==> src/rtl/alu_seq_pkg.sv <==
// Shared opcode, FSM-state and flag-index definitions for the sequential ALU.
package alu_seq_pkg;

  localparam logic [3:0] OP_AND = 4'h0;
  localparam logic [3:0] OP_EOR = 4'h1;
  localparam logic [3:0] OP_SUB = 4'h2;
  localparam logic [3:0] OP_RSB = 4'h3;
  localparam logic [3:0] OP_ADD = 4'h4;
  localparam logic [3:0] OP_ADC = 4'h5;
  localparam logic [3:0] OP_SBC = 4'h6;
  localparam logic [3:0] OP_RSC = 4'h7;
  localparam logic [3:0] OP_TST = 4'h8;
  localparam logic [3:0] OP_TEQ = 4'h9;
  localparam logic [3:0] OP_CMP = 4'hA;
  localparam logic [3:0] OP_CMN = 4'hB;
  localparam logic [3:0] OP_ORR = 4'hC;
  localparam logic [3:0] OP_MOV = 4'hD;
  localparam logic [3:0] OP_BIC = 4'hE;
  localparam logic [3:0] OP_MVN = 4'hF;

  typedef enum logic [1:0] {
    StIdle = 2'd0,
    StMul  = 2'd1,
    StDone = 2'd2
  } state_e;

  localparam int unsigned FLAG_N = 3;
  localparam int unsigned FLAG_Z = 2;
  localparam int unsigned FLAG_C = 1;
  localparam int unsigned FLAG_V = 0;

  // Compare/test ops always set flags and never write a result back.
  function automatic logic is_test_op(input logic [3:0] op);
    return (op == OP_TST) || (op == OP_TEQ) || (op == OP_CMP) || (op == OP_CMN);
  endfunction

endpackage

==> src/rtl/alu_seq_mul.sv <==
// Iterative shift-add multiplier: one multiplier bit per cycle, LSB first,
// accumulating into a WIDTH-bit partial seeded with acc (MLA) or zero (MUL).
module alu_seq_mul #(
  parameter int unsigned WIDTH = 32,
  parameter int unsigned CNT_W = $clog2(WIDTH) + 1
) (
  input  logic             clk_i,
  input  logic             reset_i,
  input  logic             start_i,
  input  logic             acc_en_i,
  input  logic [WIDTH-1:0] a_i,
  input  logic [WIDTH-1:0] b_i,
  input  logic [WIDTH-1:0] acc_i,
  output logic             done_o,
  output logic [WIDTH-1:0] product_o
);

  logic [WIDTH-1:0] mcand_q, mcand_d;
  logic [WIDTH-1:0] mplier_q, mplier_d;
  logic [WIDTH-1:0] partial_q, partial_d;
  logic [CNT_W-1:0] cnt_q, cnt_d;
  logic             busy_q, busy_d;

  always_comb begin
    mcand_d   = mcand_q;
    mplier_d  = mplier_q;
    partial_d = partial_q;
    cnt_d     = cnt_q;
    busy_d    = busy_q;
    if (start_i) begin
      mcand_d   = a_i;
      mplier_d  = b_i;
      partial_d = acc_en_i ? acc_i : '0;
      cnt_d     = CNT_W'(WIDTH);
      busy_d    = 1'b1;
    end else if (busy_q) begin
      if (mplier_q[0]) begin
        partial_d = partial_q + mcand_q;
      end
      mcand_d  = mcand_q << 1;
      mplier_d = mplier_q >> 1;
      cnt_d    = cnt_q - CNT_W'(1);
      if (cnt_q == CNT_W'(1)) begin
        busy_d = 1'b0;
      end
    end
  end

  always_ff @(posedge clk_i) begin
    if (reset_i) begin
      mcand_q   <= '0;
      mplier_q  <= '0;
      partial_q <= '0;
      cnt_q     <= '0;
      busy_q    <= 1'b0;
    end else begin
      mcand_q   <= mcand_d;
      mplier_q  <= mplier_d;
      partial_q <= partial_d;
      cnt_q     <= cnt_d;
      busy_q    <= busy_d;
    end
  end

  // High during the cycle whose edge performs the final iteration.
  assign done_o    = busy_q && (cnt_q == CNT_W'(1));
  assign product_o = partial_q;

endmodule

==> src/rtl/alu_seq_flags.sv <==
// Sequential ARM data-processing ALU with NZCV flag register, iterative MUL/MLA
// and valid/ready handshakes on both the request and result sides.
module alu_seq_flags
  import alu_seq_pkg::*;
#(
  parameter int unsigned WIDTH = 32,
  parameter int unsigned CNT_W = $clog2(WIDTH) + 1
) (
  input  logic             clk,
  input  logic             reset,
  input  logic             in_valid,
  output logic             in_ready,
  input  logic [3:0]       op,
  input  logic             set_s,
  input  logic             mul_en,
  input  logic             acc_en,
  input  logic [WIDTH-1:0] a,
  input  logic [WIDTH-1:0] b,
  input  logic [WIDTH-1:0] acc,
  input  logic             shift_c,
  input  logic             flag_wr,
  input  logic [3:0]       flag_din,
  output logic             out_valid,
  input  logic             out_ready,
  output logic [WIDTH-1:0] result,
  output logic             wr_en,
  output logic [3:0]       flags
);

  state_e           state_q, state_d;
  logic             out_valid_q, out_valid_d;
  logic [WIDTH-1:0] result_q, result_d;
  logic             wr_en_q, wr_en_d;
  logic [3:0]       flags_q, flags_d;
  logic             set_s_q, set_s_d;

  logic             accept;
  logic             mul_start;
  logic             mul_done;
  logic [WIDTH-1:0] mul_product;

  logic [WIDTH-1:0] x, y, alu_res;
  logic [WIDTH:0]   sum;
  logic             cin, is_arith, alu_c, alu_v;
  logic [3:0]       alu_flags;

  assign in_ready = (state_q == StIdle) && (!out_valid_q || out_ready) && !reset;
  assign accept   = in_valid && in_ready;

  // Subtracts are computed as x + ~y + cin so the carry-out is the no-borrow bit.
  always_comb begin
    x        = a;
    y        = b;
    cin      = 1'b0;
    is_arith = 1'b1;
    alu_res  = '0;
    sum      = '0;
    alu_c    = shift_c;
    alu_v    = flags_q[FLAG_V];
    case (op)
      OP_AND, OP_TST: begin is_arith = 1'b0; alu_res = a & b;  end
      OP_EOR, OP_TEQ: begin is_arith = 1'b0; alu_res = a ^ b;  end
      OP_ORR:         begin is_arith = 1'b0; alu_res = a | b;  end
      OP_MOV:         begin is_arith = 1'b0; alu_res = b;      end
      OP_BIC:         begin is_arith = 1'b0; alu_res = a & ~b; end
      OP_MVN:         begin is_arith = 1'b0; alu_res = ~b;     end
      OP_SUB, OP_CMP: begin y = ~b; cin = 1'b1; end
      OP_RSB:         begin x = b; y = ~a; cin = 1'b1; end
      OP_ADC:         cin = flags_q[FLAG_C];
      OP_SBC:         begin y = ~b; cin = flags_q[FLAG_C]; end
      OP_RSC:         begin x = b; y = ~a; cin = flags_q[FLAG_C]; end
      default:        ;
    endcase
    if (is_arith) begin
      sum     = {1'b0, x} + {1'b0, y} + {{WIDTH{1'b0}}, cin};
      alu_res = sum[WIDTH-1:0];
      alu_c   = sum[WIDTH];
      alu_v   = (x[WIDTH-1] == y[WIDTH-1]) && (alu_res[WIDTH-1] != x[WIDTH-1]);
    end
    alu_flags = {alu_res[WIDTH-1], (alu_res == '0), alu_c, alu_v};
  end

  always_comb begin
    state_d     = state_q;
    out_valid_d = out_valid_q;
    result_d    = result_q;
    wr_en_d     = wr_en_q;
    flags_d     = flags_q;
    set_s_d     = set_s_q;
    mul_start   = 1'b0;
    if (out_ready) begin
      out_valid_d = 1'b0;
    end
    case (state_q)
      StIdle: begin
        if (accept) begin
          if (mul_en) begin
            mul_start = 1'b1;
            set_s_d   = set_s;
            state_d   = StMul;
          end else begin
            result_d    = alu_res;
            wr_en_d     = !is_test_op(op);
            out_valid_d = 1'b1;
            if (set_s || is_test_op(op)) begin
              flags_d = alu_flags;
            end
          end
        end
      end
      StMul: begin
        if (mul_done) begin
          state_d = StDone;
        end
      end
      StDone: begin
        result_d    = mul_product;
        wr_en_d     = 1'b1;
        out_valid_d = 1'b1;
        if (set_s_q) begin
          flags_d[FLAG_N] = mul_product[WIDTH-1];
          flags_d[FLAG_Z] = (mul_product == '0);
        end
        state_d = StIdle;
      end
      default: state_d = StIdle;
    endcase
    // A direct flag load overrides any ALU/MUL flag update on the same edge.
    if (flag_wr) begin
      flags_d = flag_din;
    end
  end

  always_ff @(posedge clk) begin
    if (reset) begin
      state_q     <= StIdle;
      out_valid_q <= 1'b0;
      result_q    <= '0;
      wr_en_q     <= 1'b0;
      flags_q     <= '0;
      set_s_q     <= 1'b0;
    end else begin
      state_q     <= state_d;
      out_valid_q <= out_valid_d;
      result_q    <= result_d;
      wr_en_q     <= wr_en_d;
      flags_q     <= flags_d;
      set_s_q     <= set_s_d;
    end
  end

  alu_seq_mul #(
    .WIDTH(WIDTH),
    .CNT_W(CNT_W)
  ) u_mul (
    .clk_i    (clk),
    .reset_i  (reset),
    .start_i  (mul_start),
    .acc_en_i (acc_en),
    .a_i      (a),
    .b_i      (b),
    .acc_i    (acc),
    .done_o   (mul_done),
    .product_o(mul_product)
  );

  assign out_valid = out_valid_q;
  assign result    = result_q;
  assign wr_en     = wr_en_q;
  assign flags     = flags_q;

endmodule

==> config.mk <==
export PLATFORM = sky130hd
export DESIGN_NAME = alu_seq_flags
export DESIGN_NICKNAME = d
export VERILOG_FILES = /design/src/rtl/alu_seq_pkg.sv /design/src/rtl/alu_seq_mul.sv /design/src/rtl/alu_seq_flags.sv
export SDC_FILE = /design/constraint.sdc
export NUM_CORES = 1
export LEC_CHECK = 0
export CAP_MARGIN = 5
export CORE_MARGIN = 4
export CORE_UTILIZATION = 55
export CTS_CLUSTER_DIAMETER = 40
export DETAILED_ROUTE_END_ITERATION = 12
export PLACE_DENSITY_LB_ADDON = 0.25
export SYNTH_ARGS = -nofsm -noshare
export SYNTH_HDL_FRONTEND = slang
export SYNTH_HIERARCHICAL = 1
export SYNTH_SLANG_ARGS = --single-unit
==> constraint.sdc <==
create_clock -name clk -period 14.4 [get_ports clk]
set_input_delay 4.32 -clock clk [delete_from_list [all_inputs] [get_ports clk]]
set_output_delay 4.32 -clock clk [all_outputs]
set_load 0.02 [all_outputs]
== Yosys cells after proc, flatten, opt, wreduce, memory -nomap -nowiden ==
Index checks and enable logic that the tools add are counted.
Storage, ports and cells
  register bits: 144
  output and inout port bits: 39
  word-level logic and storage cells: 136
Cells by class
  $add $sub $neg: 4
  eq/ne operators: 29
  multiplexer cells: 44
  bitwise logic cells: 6
  reduce and logical (&&, ||, !) cells: 39
Operators by type and width (count)
  two-way mux 32 bit: 12
  one-hot mux 32 bit (6 select lines): 1
  one-hot mux 32 bit (2 select lines): 2
  AND 32 bit: 2
  logical NOT 32 bit: 2
  NOT 32 bit: 2
  adder 32 x 32 -> 33 bit: 1
  adder 33 x 1 -> 33 bit: 1
  adder 32 bit: 1
  equality test 4 bit (second input constant): 8
  OR 32 bit: 1
  XOR 32 bit: 1
  two-way mux 4 bit: 4
  two-way mux 1 bit: 13
  equality test 4 x 3 -> 1 bit (second input constant): 3
  two-way mux 6 bit: 2
  nonzero test 2 bit: 6
  two-way mux 2 bit: 5
  AND reduction 5 bit: 2
  inequality test 3 bit (second input constant): 3
  AND reduction 3 bit: 3
  OR reduction 3 bit: 3
  equality test 4 x 2 -> 1 bit (second input constant): 2
  inequality test 2 bit (second input constant): 4
  21 further kinds: 38

== Logic depth before layout (Yosys ltp) ==
  word-level depth: 13
  mapped depth: 23
  mapped depth without buffers: 18

== Cells and area by module ==
Netlist, hierarchy kept.
By module, submodules not included
  alu_seq_flags: instances 1, cells each 1109, area each 7206.9 um2
  alu_seq_mul: instances 1, cells each 761, area each 6015.8 um2

== Worst setup path after synthesis ==
Ideal clock, no wire load.
  kind: input -> output
  start point: input port reset
  end point: output port in_ready
  arrival: 5209 ps
  setup slack: 4871 ps
  cell stages on the path: 2
  buffers on the path: 1
  cell sequence: buf_2 nor4_1
On the way
  word-level cells in the longest chain between the ends: 2
Ends and longest elaborated chain
  from (decl): line alu_seq_flags.sv:10  | input logic reset,
  logical NOT 1 bit: line alu_seq_flags.sv:47  | assign in_ready = (state_q == StIdle) && (!out_valid_q || out_ready) && !reset;
  logical AND 1 bit: line alu_seq_flags.sv:47
  to (decl): line alu_seq_flags.sv:12  | output logic in_ready,
Every way passes these cells.

== Worst setup path after layout ==
  start point: input port out_ready
  end point: output port in_ready
On the way
  word-level cells in the longest chain between the ends: 3
Ends and longest elaborated chain
  from (decl): line alu_seq_flags.sv:24  | input logic out_ready,
  logical OR 1 bit: line alu_seq_flags.sv:47
  logical AND 1 bit (2 in a row): line alu_seq_flags.sv:47
Every way passes these cells.

==> flow_metrics.tcl <==
set metrics [dict create \
    status "finished, final reports clean" \
    fin_crit_sh 0.704 \
    synthFlopType "dfxtp_1" \
    synthArstFlopShare 0 \
    instances_no_fill 2271 \
    h-tree-depth 4 \
    worstSkewPairLatency_ns 0.44 \
    numPortBuffers 151 \
    dieArea_um2 26600 \
    gp_congestion 0.961 \
    grtUsageMet1 0.442 \
    use_met2 0.565 \
    drv_slew 0 \
    cts_buffers 17 \
    use_met3 0.0631 \
    hold_viol_final 0 \
    hold_ws_ns 0.466 \
    stdcell_area_um2 15400 \
    netlist_area_um2 13200 \
    postSynthAreaPerCell_um2 7.07 \
    yosys_warnings 6 \
    die_w_um 163 \
    core_um2 23500 \
    cp.required_ns 10.08 \
    placed_cells_incl_taps 2239 \
    grt_pass1_vias 13500 \
    worst_pin_slew_ns 1.18 \
    ctsRootBufferMaster "clkbuf_16" \
    ys_seq_area_frac 0.218 \
    grt.total_usage 0.343 \
    syn_inst 1870 \
    synth-seq-cells 144 \
    max_cap_violations 0 \
    critical_path.startpoint_type "primary input" \
    ir_drop_v 0.0000577 \
    drt_iter0_markers 1273 \
    clock_sink_count 144 \
    overflow 0 \
    syn_nets 2082 \
    drc 0 \
    grt_setup_unrepaired "false" \
    dpl-instance-area_um2 14800 \
    fp.dieH_um 163 \
    finClkSkew_ns 0.0121 \
    hp-class "reg2reg" \
    crit_path_max_fanout 4 \
    wirelength_mm 46.8 \
    endpoint_kind "output port" \
    clk_pin_slew_ns 0.06 \
    fin_crit_ns 10.14 \
    ant_nets 0 \
    p_per_area_nw_per_um2 87.9 \
    grt_pass1_wl_mm 72.9 \
    clock.fmax_ghz 0.0986 \
    synth_edf_count 0 \
    antenna-diode-count 0 \
    ys_types 90 \
    num-fill-cells 2169 \
    io_pins 152 \
    ctsResizeCount 0 \
    hpwlAfterDp_mm 34.5 \
    area_growth_pct 16.2 \
    dr.pass1.iters 7 \
    critPathKind "in2out" \
    cp.arrival_ns 5.82 \
    grt_max_degree 98 \
    final_nets 2151 \
    finalSetupTns_ns 0 \
    wl_per_cell_um 20.6 \
    final_layout_size_suffix_gt1_frac 0.0471 \
    postCtsSetupRepairBufs 0 \
    vias 14300 \
    busiest_layer "met2" \
    start_util 0.562 \
    cellLeakagePower_nw 6.20 \
    clock_path_buffers 2 \
    antenna_found_initial 0 \
    hold_buffers 0 \
    max_slew_margin 0.214 \
    cts_tree "yes" \
    rows 56 \
    drt-vias-per-instance 6.29 \
    setup_viol 0 \
]
[area by class of cell]
type                            instances  area (µm²)  area share
Timing Repair Buffer                  170        1650       0.107
Inverter                               93         352      0.0229
Tap cell                              319         399      0.0260
Sequential cell                       144        2890       0.188
Clock buffer                           18         429      0.0279
Multi-Input combinational cell       1513        9510       0.619
Clock inverter                         14         148     0.00961
[through the flow]
step / power [mW] / worst slack (ns) / util
5_1_grt: 1.41 / 4.19 / 0.653
6_report: 1.35 / 4.26 / 0.653
2_1_floorplan: 0.742 / 4.87 / -
3_3_place_gp: 0.888 / 4.31 / 0.628
4_1_cts: 1.35 / 4.25 / 0.653
3_5_place_dp: 0.892 / 4.26 / 0.628
[state kept, by name (all words and copies together), names as in the netlist]
name             count
set_s_q              1
flags                4
u_mul/mcand_q       32
state_q              2
result              32
u_mul/product_o     32
u_mul/mplier_q      32
out_valid            1
wr_en                1
u_mul/cnt_q          6
u_mul/busy_q         1
[power by group]
part,switching [mW],leakage (nW),internal [mW],total [mW]
logic,0.276,4.75,0.181,0.457
clock network,0.211,0.286,0.245,0.455
registers,0.0219,1.17,0.417,0.439
[routing by layer]
layer  routed length (µm)  vias to the layer above
li1                     -                     6889
met1                19300                     6583
met2                21500                      686
met3                 4010                      127
met4                 2010                        0
met5                    0                        -
[cells in the final DEF, fill, tap and decap left out, drive strengths merged, types with 17 or more instances in the layout]
cell	count
dfxtp	144
o211ai	17
ha	96
nand3	22
a211oi	38
xor2	35
a21oi	200
nor2	294
a22oi	26
clkdlybuf4s50	149
nand2	176
mux2i	76
inv	100
xnor2	36
buf	21
a21o	24
o22ai	17
o21ai	174
clkbuf	18
nor3	43
[cells in the mapped netlist, types with 8 or more instances]
cell type,number,share of area
nor3_1,42,0.016
a21oi_1,193,0.073
a221oi_1,8,0.0053
and2_1,8,0.0038
nand2_1,175,0.050
clkbuf_1,85,0.024
o211ai_1,17,0.0097
xnor2_1,36,0.024
o22ai_1,17,0.0080
a22oi_1,26,0.015
a211oi_1,37,0.021
o31ai_1,10,0.0057
buf_2,20,0.0076
inv_1,93,0.026
o21a_1,9,0.0051
and3_1,9,0.0043
nand4_1,14,0.0066
o21ai_0,165,0.062
nor4_1,15,0.0071
a31oi_1,10,0.0047
ha_1,96,0.091
nor2_1,294,0.083
dfxtp_1,144,0.22
nand3_1,22,0.0083
xor2_1,35,0.023
a21o_1,23,0.013
nor2b_1,12,0.0057
o311ai_0,8,0.0053
or3_1,16,0.0076
mux2i_1,76,0.058
[worst max-delay path, stage by stage]
cell	delay (ns)
clkdlybuf4s50_1	0.45
nor2b_1	0.09
nor4_1	0.28
clkdlybuf4s50_1	0.68
[logic make-up after synthesis]
| kind of cell | after synthesis | synth area share |
|---|---|---|
| muxes | 78 | 0.0592 |
| buffers and inverters | 213 | 0.0660 |
| adders and majority gates | 99 | 0.0954 |
| AOI/OAI and AO/OA | 624 | 0.301 |
| xor gates and xnor gates | 71 | 0.0470 |
| and+or+nand+nor | 641 | 0.213 |
| DFF | 144 | 0.218 |
[path summary, 6_finish.rpt]
check	startpoint	to	slack [ns]	cells after the start
min reg2reg	set_s_q	set_s_q	0.47	2
max	out_ready	in_ready	4.26	4
max reg2reg	flags[1]	flags[2]	10.40	16
min	set_s_q	set_s_q	0.47	2
No activity file was read; power rests on OpenSTA's default activity.
